$ cat src/rtl/serial_tx_ctrl.sv
// serial_tx_ctrl: pulls words from a FIFO read port and sends each one as a
// serial frame (payload bits, optional parity bit, then GAP idle bit-times).
// Optional feature: define SERIAL_TX_PARITY_EN to append an even-parity bit.
module serial_tx_ctrl #(
  parameter int unsigned DATA_W    = 8,
  parameter int unsigned GAP       = 1,
  parameter bit          MSB_FIRST = 1'b1
) (
  input  logic              clk_out,
  input  logic              rst,
  input  logic              empty,
  input  logic              rden,
  input  logic [DATA_W-1:0] rddata,
  input  logic              sync_flush,
  input  logic              tx_en,
  output logic              remove,
  output logic              ser_out,
  output logic              ser_valid,
  output logic              frame_start,
  output logic              busy,
  output logic              rd_timeout
);

  localparam int unsigned CNT_W = (DATA_W > 1) ? $clog2(DATA_W) : 1;
  localparam int unsigned GAP_W = (GAP > 1) ? $clog2(GAP) : 1;
  localparam logic [CNT_W-1:0] BIT_LOAD = CNT_W'(DATA_W - 1);
  localparam logic [GAP_W-1:0] GAP_LOAD = GAP_W'((GAP > 0) ? GAP - 1 : 0);

  typedef enum logic [2:0] {
    S_IDLE,
    S_REQ,
    S_WAIT,
    S_SHIFT,
`ifdef SERIAL_TX_PARITY_EN
    S_PAR,
`endif
    S_GAP
  } state_t;

  state_t            state;
  logic [DATA_W-1:0] shreg;
  logic [DATA_W-1:0] shift_next;
  logic [CNT_W-1:0]  bit_cnt;
  logic [GAP_W-1:0]  gap_cnt;
  logic [1:0]        wait_cnt;
`ifdef SERIAL_TX_PARITY_EN
  logic              par_bit;
`endif

  // Shift register contents after the current bit has been consumed
  always_comb begin
    shift_next = MSB_FIRST ? (shreg << 1) : (shreg >> 1);
  end

  // Frame sequencer; every output is a register set on the transition into
  // the state it belongs to, so each output lines up with its state cycle.
  always_ff @(posedge clk_out) begin
    if (!rst || sync_flush) begin
      state       <= S_IDLE;
      remove      <= 1'b0;
      ser_out     <= 1'b1;
      ser_valid   <= 1'b0;
      frame_start <= 1'b0;
      busy        <= 1'b0;
      rd_timeout  <= 1'b0;
      shreg       <= '0;
      bit_cnt     <= '0;
      gap_cnt     <= '0;
      wait_cnt    <= '0;
`ifdef SERIAL_TX_PARITY_EN
      par_bit     <= 1'b0;
`endif
    end else begin
      remove      <= 1'b0;
      frame_start <= 1'b0;
      rd_timeout  <= 1'b0;
      case (state)
        S_IDLE: begin
          if (tx_en && !empty) begin
            state  <= S_REQ;
            remove <= 1'b1;
            busy   <= 1'b1;
          end
        end
        S_REQ: begin
          state    <= S_WAIT;
          wait_cnt <= '0;
        end
        S_WAIT: begin
          // The timeout pulse is registered, so it is raised at the end of the
          // second WAIT cycle and the third cycle only returns to IDLE; a
          // strobe arriving in that third cycle is ignored.
          if (rd_timeout) begin
            state <= S_IDLE;
            busy  <= 1'b0;
          end else if (rden) begin
            state       <= S_SHIFT;
            shreg       <= rddata;
            bit_cnt     <= BIT_LOAD;
            ser_out     <= MSB_FIRST ? rddata[DATA_W-1] : rddata[0];
            ser_valid   <= 1'b1;
            frame_start <= 1'b1;
`ifdef SERIAL_TX_PARITY_EN
            par_bit     <= ^rddata;
`endif
          end else if (wait_cnt == 2'd1) begin
            rd_timeout <= 1'b1;
          end else begin
            wait_cnt <= wait_cnt + 2'd1;
          end
        end
        S_SHIFT: begin
          if (bit_cnt != '0) begin
            shreg   <= shift_next;
            ser_out <= MSB_FIRST ? shift_next[DATA_W-1] : shift_next[0];
            bit_cnt <= bit_cnt - CNT_W'(1);
          end else begin
`ifdef SERIAL_TX_PARITY_EN
            state   <= S_PAR;
            ser_out <= par_bit;
`else
            ser_out   <= 1'b1;
            ser_valid <= 1'b0;
            if (GAP > 0) begin
              state   <= S_GAP;
              gap_cnt <= GAP_LOAD;
            end else begin
              state <= S_IDLE;
              busy  <= 1'b0;
            end
`endif
          end
        end
`ifdef SERIAL_TX_PARITY_EN
        S_PAR: begin
          ser_out   <= 1'b1;
          ser_valid <= 1'b0;
          if (GAP > 0) begin
            state   <= S_GAP;
            gap_cnt <= GAP_LOAD;
          end else begin
            state <= S_IDLE;
            busy  <= 1'b0;
          end
        end
`endif
        S_GAP: begin
          if (gap_cnt == '0) begin
            state <= S_IDLE;
            busy  <= 1'b0;
          end else begin
            gap_cnt <= gap_cnt - GAP_W'(1);
          end
        end
        default: begin
          state     <= S_IDLE;
          busy      <= 1'b0;
          ser_out   <= 1'b1;
          ser_valid <= 1'b0;
        end
      endcase
    end
  end

endmodule

$ cat config.mk
export PLATFORM = sky130hd
export DESIGN_NAME = serial_tx_ctrl
export DESIGN_NICKNAME = d
export VERILOG_FILES = /design/src/rtl/serial_tx_ctrl.sv
export SDC_FILE = /design/constraint.sdc
export NUM_CORES = 1
export LEC_CHECK = 0
export ABC_CLOCK_PERIOD_IN_PS = 1800
export BUFFER_PORTS_ARGS = -buffer_cell sky130_fd_sc_hd__buf_2
export CORE_MARGIN = 3
export CORE_UTILIZATION = 50
export DETAILED_ROUTE_END_ITERATION = 7
export PLACE_DENSITY = 0.73
export SLEW_MARGIN = 15
export SYNTH_ARGS = -nofsm -noshare
export SYNTH_HDL_FRONTEND = slang
export SYNTH_SLANG_ARGS = --single-unit
$ cat constraint.sdc
create_clock -name clk_out -period 1.8 [get_ports clk_out]
set_input_delay 0.36 -clock clk_out [delete_from_list [all_inputs] [get_ports clk_out]]
set_output_delay 0.36 -clock clk_out [all_outputs]
set_load 0.05 [all_outputs]
==> results.sh, run 1 <==
export IMPL_fin_hold_ws_ns=0.278
export IMPL_cts_sinks=21
export IMPL_register_area_sq_um=420
export IMPL_cts_buffer_depth=2
export IMPL_synthCells=112
export IMPL_p_leak_nw=0.495
export IMPL_grt_overflow=0
export IMPL_final_cells=159
export IMPL_core_area_sq_um=1840
export IMPL_met2_length_um=1040
export IMPL_multi_input_area_sq_um=584
export IMPL_syn_avg_cell_area_sq_um=9.25
export IMPL_relSlewSlack_pct=65.6
export IMPL_period_minus_slack_ns=1.69
export IMPL_reg2reg_slack_ns=0.11
export IMPL_status="completed"
export IMPL_syn_area_sq_um=1040
export IMPL_die_x_um=51.5
export IMPL_gp_congestion=0.747
export IMPL_cp_slowest_cell="nor4bb_1"
export IMPL_vias=894
export IMPL_drtIter0Drc=9
export IMPL_start_kind="flop"
export IMPL_hold_path_class="primary input to flop"
export IMPL_io_buffers=19
export IMPL_viasPerCell=5.62
export IMPL_peakVddDrop_mv=0.370
export IMPL_drive_gt1_share_pct=27.6
export IMPL_dp_cells=155
export IMPL_initial_core_util_pct=56.3
export IMPL_antenna_found_initial=0
export IMPL_ys_seq_elements=21
export IMPL_timing_rr_end="bit_cnt[0]$_SDFFE_PP0P_"
export IMPL_crit_type="flop to flop"
export IMPL_place_area_sq_um=1170
export IMPL_postLayoutCellArea_sq_um=1210
export IMPL_dieHeight_um=51.5
export IMPL_routed_wl_um=2140
export IMPL_hold_path_depth=2
export IMPL_whs_endpoint="rd_timeout$_SDFF_PP0_"
export IMPL_cts_reportedPaths_clkPinSlew_ns=0.12
export IMPL_path_max_fanout=6
export IMPL_finalSetupTns_ns=0
export IMPL_final_hold_violation_count=0
export IMPL_grt_max_degree=15
export IMPL_grt_pass1_wl_um=3680
export IMPL_grt_pass1_vias=839
export IMPL_drc=0
export IMPL_firstDrtPassIters=4
export IMPL_nFillCells=188
export IMPL_synth_net_count=129
export IMPL_wirelength_met1_um=970
export IMPL_crit_start="bit_cnt[0]$_SDFFE_PP0P_"
export IMPL_cts_htree_levels=1
export IMPL_post_route_period_util_pct=94.1
export IMPL_fin_skew_ns=0.00347
export IMPL_ys_seq_area_share_pct=40.6
export IMPL_final_setup_viol_count=0
export IMPL_routed_top_layer="met4"
export IMPL_wire_per_inst_um=13.5
export IMPL_cts_buffers=3
export IMPL_crit_chain="inv_1, ha_1, ha_1, nor4bb_1, a21oi_1, a21boi_0"
export IMPL_tightest_slew_ns=0.514
export IMPL_yosys_warnings=0
export IMPL_worst_path_most_repeated_cell="ha_1"
export IMPL_clk_latency_ns=0.30
export IMPL_cts_tree="done"
export IMPL_synth_cell_types=32
export IMPL_postRouteAntennaNets=0
export IMPL_crit_path_end_kind="flop"
export IMPL_antenna_diode_count=0
export IMPL_io_pins=20
export IMPL_crit_required_ns=1.99
export IMPL_cts_root_buffer="clkbuf_4"
export IMPL_dpl_hpwl_um=1620
export IMPL_post_route_util_pct=65.6
export IMPL_arrival_ns=1.88
export IMPL_maxCapViolCount=0
export IMPL_die_area_sq_um=2650
export IMPL_fin_nets=152
export IMPL_syn_to_final_growth_pct=16.4
export IMPL_slowest_delay_ns=0.46
export IMPL_grt_setup_unrepaired="false"
export IMPL_hold_start="rden"
export IMPL_reg2reg_depth=6
export IMPL_p_per_area_nw_per_um2=652
export IMPL_r2r_start="bit_cnt[0]$_SDFFE_PP0P_"
export IMPL_rows=15
export IMPL_slew_violations=0
export IMPL_wl_met3_um=96
export IMPL_fmax_ghz=0.590
export IMPL_grt_util_all_layers_pct=18.6
## power breakdown
part / switching, mW / internal (mW)
clock network: 0.147 / 0.0864
logic: 0.0415 / 0.0382
registers: 0.00466 / 0.468
total: 0.193 / 0.593
## synthesized netlist by cell type
master,instances,area share [%]
dfxtp_1,21,41
nand2_1,14,5.1
mux2_2,6,6.5
mux2i_1,6,5.8
nor2b_1,6,3.6
a21oi_1,5,2.4
inv_1,5,1.8
nor3b_1,5,3.6
o21ai_0,5,2.4
clkbuf_1,4,1.4
nand2b_1,4,2.4
nor2_1,4,1.4
a221oi_1,3,2.5
ha_1,3,3.6
a32oi_1,2,1.7
o211ai_1,2,1.4
or3_1,2,1.2
a21boi_0,1,0.72
a31o_2,1,0.85
and3b_1,1,0.85
buf_2,1,0.48
nand3_1,1,0.48
nand4b_1,1,0.85
nor4b_1,1,0.85
nor4bb_1,1,0.97
o2111a_1,1,1.1
o21ai_2,1,0.85
o31ai_1,1,0.72
o32ai_1,1,0.85
or2_2,1,0.60
or3b_2,1,0.85
or4b_4,1,1.3
## cell type report
class | count | share of cell area, %
timing repair buffer | 23 | 10.4
clock buffer | 4 | 2.18
multi-input combinational | 81 | 48.4
tap | 25 | 2.59
sequential | 21 | 34.9
inverter | 5 | 1.56
## routing by layer
| metal | global-route usage [%] | up-vias |
|---|---|---|
| met2 | 30.3 | 23 |
| met4 | 8.73 | 0 |
| li1 | - | 450 |
| met3 | 3.15 | 4 |
| met1 | 23.9 | 417 |
| met5 | 0 | - |
## worst max path at each step
stage	cells past startpoint	slack, ns	to
after global routing	6	0.004	bit_cnt[1]$_SDFFE_PP0P_
after global placement	6	0.20	bit_cnt[1]$_SDFFE_PP0P_
after CTS	6	0.08	bit_cnt[1]$_SDFFE_PP0P_
after floorplan	3	0.21	wait_cnt[0]$_SDFFE_PP0P_
after detailed placement	6	0.12	bit_cnt[1]$_SDFFE_PP0P_
final	6	0.11	bit_cnt[0]$_SDFFE_PP0P_
## worst max-delay path, delay by kind of cell, from the launching register on
kind	cells	cell delay [ns]
AND/OR/NAND/NOR	1	0.46
adder cells (fa/ha/maj)	2	0.45
flip-flops	1	0.35
AO/OA/AOI/OAI	2	0.25
buffers and inverters	1	0.06
## metrics by stage
step	power (mW)	setup slack [ns]
floorplan	0.533	0.212
global placement	0.561	0.196
detailed placement	0.563	0.116
CTS	0.787	0.0780
global route	0.818	0.00354
finish	0.786	0.106
## layout by cell type, fill, tap and decap left out, drive strengths merged, types with 4 or more instances in the layout
cell	count
mux2i	6
nor2	4
nand2	14
a21oi	5
o21ai	6
buf	23
mux2	6
inv	5
clkbuf	4
nor3b	5
dfxtp	21
nor2b	6
nand2b	4
## state kept, by name, indices dropped and copies added (netlist names)
signal       count
remove           1
wait_cnt         2
bit_cnt          3
frame_start      1
busy             1
shreg            7
rd_timeout       1
ser_valid        1
ser_out          1
state            3
## logic make-up after synthesis
logic type | after synthesis | share of synthesized area [%]
compound gates | 23 | 15.6
buf+inv | 10 | 3.74
fa+ha+maj | 3 | 3.62
mux | 12 | 12.3
simple gates | 43 | 24.2
flops | 21 | 40.6
## what timing repair did
| item | CTS | global route |
|---|---|---|
| gates resized for setup | 0 | 1 |
| hold buffers | 0 | 0 |
| setup endpoints to repair | 0 | 10 |
| setup buffers | 0 | 0 |
Power figures use the tool's default switching activity.
==> run 2, diff against run 1 <==
CORE_UTILIZATION = 45   (was 50)
PLACE_DENSITY = 0.67   (was 0.73)
==> results.sh, run 2 (synthesized netlist as in run 1, its figures left out) <==
export IMPL_status="completed"
export IMPL_die_x_um=54.0
export IMPL_cp_top_family="simple AND/OR/NAND/NOR gates"
export IMPL_postLayoutCellArea_sq_um=1200
export IMPL_antenna_diode_count=0
export IMPL_grt_overflow=0
export IMPL_path_buf_inv=1
export IMPL_cts_reportedPaths_clkPinSlew_ns=0.12
export IMPL_crit_required_ns=1.99
export IMPL_switching_share_pct=25.1
export IMPL_p_clk_share_pct=29.9
export IMPL_dpl_hpwl_um=1530
export IMPL_gp_congestion=0.764
export IMPL_maxCapViolCount=0
export IMPL_p_comb_share_pct=9.9
export IMPL_drive_gt1_share_pct=27.8
export IMPL_crit_path_end_kind="flop"
export IMPL_antenna_found_initial=0
export IMPL_relSlewSlack_pct=61.0
export IMPL_routed_wl_um=2070
export IMPL_hold_path_depth=2
export IMPL_nFillCells=196
export IMPL_cts_buffer_depth=2
export IMPL_largest_register_ff_count=7
export IMPL_mostFrequentLayoutCell="dfxtp_1"
export IMPL_final_cells=160
export IMPL_worst_path_most_repeated_cell="ha_1"
export IMPL_grt_max_degree=16
export IMPL_initial_core_util_pct=50.2
export IMPL_cp_slowest_cell="nor4bb_1"
export IMPL_pwr_share_seq_pct=60.3
export IMPL_crit_type="flop to flop"
export IMPL_p_leak_nw=0.492
export IMPL_hold_start="rden"
export IMPL_cts_sinks=21
export IMPL_io_pins=20
export IMPL_drc=0
export IMPL_grt_pass1_wl_um=3640
export IMPL_fin_skew_ns=0.00599
export IMPL_postRouteAntennaNets=0
export IMPL_io_buffers=19
export IMPL_p_per_area_nw_per_um2=654
export IMPL_cts_buffers=3
export IMPL_die_area_sq_um=2910
export IMPL_final_setup_viol_count=0
export IMPL_final_hold_violation_count=0
export IMPL_wirelength_met1_um=1040
export IMPL_dieHeight_um=54.0
export IMPL_cts_htree_levels=1
export IMPL_p_int_mw=0.589
export IMPL_slowest_delay_ns=0.46
export IMPL_fin_nets=151
export IMPL_syn_to_final_growth_pct=16.1
export IMPL_path_max_fanout=6
export IMPL_hold_path_class="primary input to flop"
export IMPL_grt_pass1_vias=847
export IMPL_routed_top_layer="met4"
export IMPL_switching_power_mw=0.198
export IMPL_drtIter0Drc=9
export IMPL_reg2reg_depth=6
export IMPL_tightest_slew_ns=0.584
export IMPL_top_register="shreg"
export IMPL_reg2reg_slack_ns=0.09
export IMPL_arrival_ns=1.91
export IMPL_viasPerCell=5.43
export IMPL_mostFrequentLayoutCells="dfxtp_1, buf_2, nand2_1"
export IMPL_dp_cells=156
export IMPL_cts_tree="done"
export IMPL_post_route_period_util_pct=95.1
export IMPL_clk_latency_ns=0.31
export IMPL_wire_per_inst_um=13.0
export IMPL_r2r_start="bit_cnt[0]$_SDFFE_PP0P_"
export IMPL_slew_violations=0
export IMPL_top_regs="shreg (7), bit_cnt (3), state (3)"
export IMPL_holdBufCountCts=0
export IMPL_rows=16
export IMPL_firstDrtPassIters=2
export IMPL_crit_chain="inv_1, ha_1, ha_1, nor4bb_1, a21oi_1, a21boi_0"
export IMPL_period_minus_slack_ns=1.71
export IMPL_place_area_sq_um=1170
export IMPL_cts_root_buffer="clkbuf_4"
export IMPL_met2_length_um=935
export IMPL_vias=868
export IMPL_whs_endpoint="rd_timeout$_SDFF_PP0_"
export IMPL_grt_setup_unrepaired="true"
export IMPL_core_area_sq_um=2060
export IMPL_grt_util_all_layers_pct=17.3
export IMPL_wl_met3_um=73
export IMPL_fmax_ghz=0.584
export IMPL_timing_rr_end="bit_cnt[0]$_SDFFE_PP0P_"
export IMPL_peakVddDrop_mv=0.508
export IMPL_post_route_util_pct=58.3
export IMPL_start_kind="flop"
## run 2: final cells by class
cell class	count	area, sq um	share of cell area, %
Multi-Input combinational cell	81	584	48.6
Clock inverter	1	5.00	0.416
Sequential cell	21	420	35.0
Timing Repair Buffer	22	118	9.78
Clock buffer	3	22.5	1.87
Inverter	5	18.8	1.56
Tap cell	27	33.8	2.81
## run 2: power groups by stage
stage / Combinational [mW] / Sequential, mW / Clock [mW]
floorplan: 0.0460 / 0.487 / 0
global placement: 0.0754 / 0.484 / 0
detailed placement: 0.0763 / 0.484 / 0
CTS: 0.0768 / 0.474 / 0.240
global route: 0.0860 / 0.475 / 0.258
finish: 0.0775 / 0.474 / 0.235
## run 2: worst register-to-register path, delay by kind of cell (launching register included)
family / cells / cell delay, ns
DFF: 1 / 0.36
buffers and inverters: 1 / 0.06
AOI/OAI and AO/OA: 2 / 0.27
and+or+nand+nor: 1 / 0.46
adders and majority gates: 2 / 0.45
## run 2: how the worst max path moves through the flow
stage | end | cells after the start | from | slack (ns)
final | bit_cnt[0]$_SDFFE_PP0P_ | 6 | bit_cnt[0]$_SDFFE_PP0P_ | 0.09
after global routing | bit_cnt[0]$_SDFFE_PP0P_ | 6 | bit_cnt[0]$_SDFFE_PP0P_ | -0.02
after CTS | bit_cnt[0]$_SDFFE_PP0P_ | 6 | bit_cnt[0]$_SDFFE_PP0P_ | 0.09
after detailed placement | bit_cnt[0]$_SDFFE_PP0P_ | 6 | bit_cnt[0]$_SDFFE_PP0P_ | 0.11
after global placement | wait_cnt[0]$_SDFFE_PP0P_ | 5 | wait_cnt[1]$_SDFFE_PP0P_ | 0.19
after floorplan | wait_cnt[0]$_SDFFE_PP0P_ | 3 | rd_timeout$_SDFF_PP0_ | 0.21
## run 2: metrics by stage
| stage | TNS [ns] | hold slack [ns] | setup WS, ns | total power, mW |
|---|---|---|---|---|
| 2_1_floorplan | 0 | 0.433 | 0.212 | 0.533 |
| 3_3_place_gp | 0 | 0.442 | 0.193 | 0.559 |
| 3_5_place_dp | 0 | 0.451 | 0.106 | 0.561 |
| 4_1_cts | 0 | 0.273 | 0.0861 | 0.791 |
| 5_1_grt | -0.0229 | 0.270 | -0.0229 | 0.819 |
| 6_report | 0 | 0.288 | 0.0873 | 0.786 |
## run 2: what timing repair did
action                                  CTS  global route
endpoints found under the hold margin     0             0
buffers inserted                          0             0
endpoints found under the setup margin    0            10
gates resized for setup                   0             1
## run 2: metal layers
| layer | global-route usage [%] | vias to the layer above |
|---|---|---|
| met5 | 0 | - |
| met1 | 22.6 | 405 |
| met3 | 5.82 | 5 |
| li1 | - | 446 |
| met2 | 27.0 | 12 |
| met4 | 4.98 | 0 |
==> run 3, diff against run 2 <==
CELL_PAD_IN_SITES_DETAIL_PLACEMENT = 0   (was default)
CELL_PAD_IN_SITES_GLOBAL_PLACEMENT = 1   (was default)
CORE_MARGIN = 2   (was 3)
CORE_UTILIZATION = 40   (was 45)
GPL_TIMING_DRIVEN = 0   (was default)
PLACE_DENSITY = default   (was 0.67)
PLACE_DENSITY_LB_ADDON = 0.1   (was default)
==> results.sh, run 3 (synthesized netlist as in run 1, its figures left out) <==
export IMPL_worst_path_most_repeated_cell="ha_1"
export IMPL_initial_core_util_pct=42.2
export IMPL_r2r_start="bit_cnt[0]$_SDFFE_PP0P_"
export IMPL_top_register="shreg"
export IMPL_grt_pass1_vias=808
export IMPL_firstDrtPassIters=3
export IMPL_p_per_area_nw_per_um2=659
export IMPL_slowest_delay_ns=0.48
export IMPL_grt_util_all_layers_pct=16.7
export IMPL_reg2reg_depth=6
export IMPL_clk_latency_ns=0.32
export IMPL_reg2reg_slack_ns=0.11
export IMPL_cts_setup_buffers=0
export IMPL_cts_buffers=3
export IMPL_post_route_period_util_pct=93.9
export IMPL_rows=18
export IMPL_grt_setup_unrepaired="true"
export IMPL_core_area_sq_um=2450
export IMPL_mostFrequentLayoutCell="dfxtp_1"
export IMPL_arrival_ns=1.90
export IMPL_wire_per_inst_um=12.7
export IMPL_crit_path_end_kind="flop"
export IMPL_io_buffers=19
export IMPL_start_kind="flop"
export IMPL_fmax_ghz=0.592
export IMPL_cts_root_buffer="clkbuf_4"
export IMPL_final_setup_viol_count=0
export IMPL_timing_rr_end="bit_cnt[0]$_SDFFE_PP0P_"
export IMPL_largest_register_ff_count=7
export IMPL_period_minus_slack_ns=1.69
export IMPL_dpl_hpwl_um=1510
export IMPL_cts_resized_gates=0
export IMPL_crit_required_ns=2.01
export IMPL_dieHeight_um=54.9
export IMPL_place_area_sq_um=1170
export IMPL_syn_to_final_growth_pct=16.2
export IMPL_whs_endpoint="rd_timeout$_SDFF_PP0_"
export IMPL_holdBufCountCts=0
export IMPL_crit_chain="inv_1, ha_1, ha_1, nor4bb_1, a21oi_1, a21boi_0"
export IMPL_grt_overflow=0
export IMPL_die_x_um=54.9
export IMPL_grt_pass1_wl_um=3550
export IMPL_path_max_fanout=6
export IMPL_drive_gt1_share_pct=25.9
export IMPL_cts_buffer_depth=2
export IMPL_relSlewSlack_pct=65.5
export IMPL_die_area_sq_um=3010
export IMPL_cts_sinks=21
export IMPL_cp_top_family="simple AND/OR/NAND/NOR gates"
export IMPL_slew_violations=0
export IMPL_peakVddDrop_mv=0.383
export IMPL_final_hold_violation_count=0
export IMPL_maxCapViolCount=0
export IMPL_tightest_slew_ns=0.516
export IMPL_fin_skew_ns=0.0123
export IMPL_hold_path_class="primary input to flop"
export IMPL_cts_reportedPaths_clkPinSlew_ns=0.13
export IMPL_dp_cells=161
export IMPL_drtIter0Drc=8
export IMPL_routed_wl_um=2100
export IMPL_path_buf_inv=1
export IMPL_mostFrequentLayoutCells="dfxtp_1, buf_2, nand2_1"
export IMPL_cts_htree_levels=1
export IMPL_p_leak_nw=0.486
export IMPL_fin_nets=153
export IMPL_postRouteAntennaNets=0
export IMPL_drc=0
export IMPL_hold_start="rden"
export IMPL_final_cells=165
export IMPL_vias=863
export IMPL_antenna_diode_count=0
export IMPL_grt_max_degree=13
export IMPL_postLayoutCellArea_sq_um=1200
export IMPL_crit_type="flop to flop"
export IMPL_viasPerCell=5.23
export IMPL_gp_congestion=0.727
export IMPL_top_regs="shreg (7), bit_cnt (3), state (3)"
export IMPL_status="completed"
export IMPL_hold_path_depth=2
export IMPL_cts_tree="done"
export IMPL_io_pins=20
export IMPL_post_route_util_pct=49.0
export IMPL_antenna_found_initial=0
export IMPL_cp_slowest_cell="nor4bb_1"
[run 3: worst reg2reg max path, stage by stage (launching register included)]
cell and delay (ns):
dfxtp_1 0.35, inv_1 0.05, ha_1 0.19, ha_1 0.25, nor4bb_1 0.48, a21oi_1 0.12, a21boi_0 0.13
[run 3: per-layer routing]
| metal | global-route usage [%] | share of wire (%) | wire (um) | up-vias |
|---|---|---|---|---|
| li1 | - | - | - | 448 |
| met1 | 21.2 | 48 | 999 | 395 |
| met2 | 27.4 | 47 | 980 | 16 |
| met3 | 2.42 | 3.9 | 81 | 4 |
| met4 | 8.54 | 2.0 | 41 | 0 |
| met5 | 0 | 0 | 0 | - |
[run 3: stage by stage]
| step | TNS [ns] | hold slack (ns) | setup WS [ns] | power [mW] |
|---|---|---|---|---|
| 4_1_cts | 0 | 0.267 | 0.0724 | 0.805 |
| 5_1_grt | -0.0324 | 0.271 | -0.0193 | 0.829 |
| 2_1_floorplan | 0 | 0.433 | 0.212 | 0.533 |
| 6_report | 0 | 0.279 | 0.109 | 0.793 |
| 3_3_place_gp | 0 | 0.444 | 0.107 | 0.560 |
| 3_5_place_dp | 0 | 0.452 | 0.0631 | 0.561 |
[run 3: final cells by class]
cell class / instances / area, sq um
clock buffers: 3 / 22.5
clock inverters: 1 / 5.00
flip-flops and latches: 21 / 420
inverters: 5 / 18.8
well taps: 30 / 37.5
plain buffers: 5 / 20.0
repair buffers: 19 / 95.1
fillers: 259 / 1250
multi-input cells: 81 / 584
[run 3: worst max path at each step]
stage                            start                        to  slack [ns]  depth (start not counted)
2_1_floorplan    rd_timeout$_SDFF_PP0_  wait_cnt[0]$_SDFFE_PP0P_        0.21                          3
4_1_cts        bit_cnt[0]$_SDFFE_PP0P_   bit_cnt[1]$_SDFFE_PP0P_        0.07                          6
6_report       bit_cnt[0]$_SDFFE_PP0P_   bit_cnt[0]$_SDFFE_PP0P_        0.11                          6
3_3_place_gp   bit_cnt[0]$_SDFFE_PP0P_   bit_cnt[0]$_SDFFE_PP0P_        0.11                          6
5_1_grt        bit_cnt[0]$_SDFFE_PP0P_   bit_cnt[0]$_SDFFE_PP0P_       -0.02                          6
3_5_place_dp   bit_cnt[0]$_SDFFE_PP0P_   bit_cnt[1]$_SDFFE_PP0P_        0.06                          6
[run 3: power by group]
group          internal (mW)  switching [mW]  total [mW]
Combinational         0.0360          0.0436      0.0796
Clock                 0.0832           0.159       0.242
Sequential             0.469         0.00264       0.471
Total                  0.588           0.205       0.793
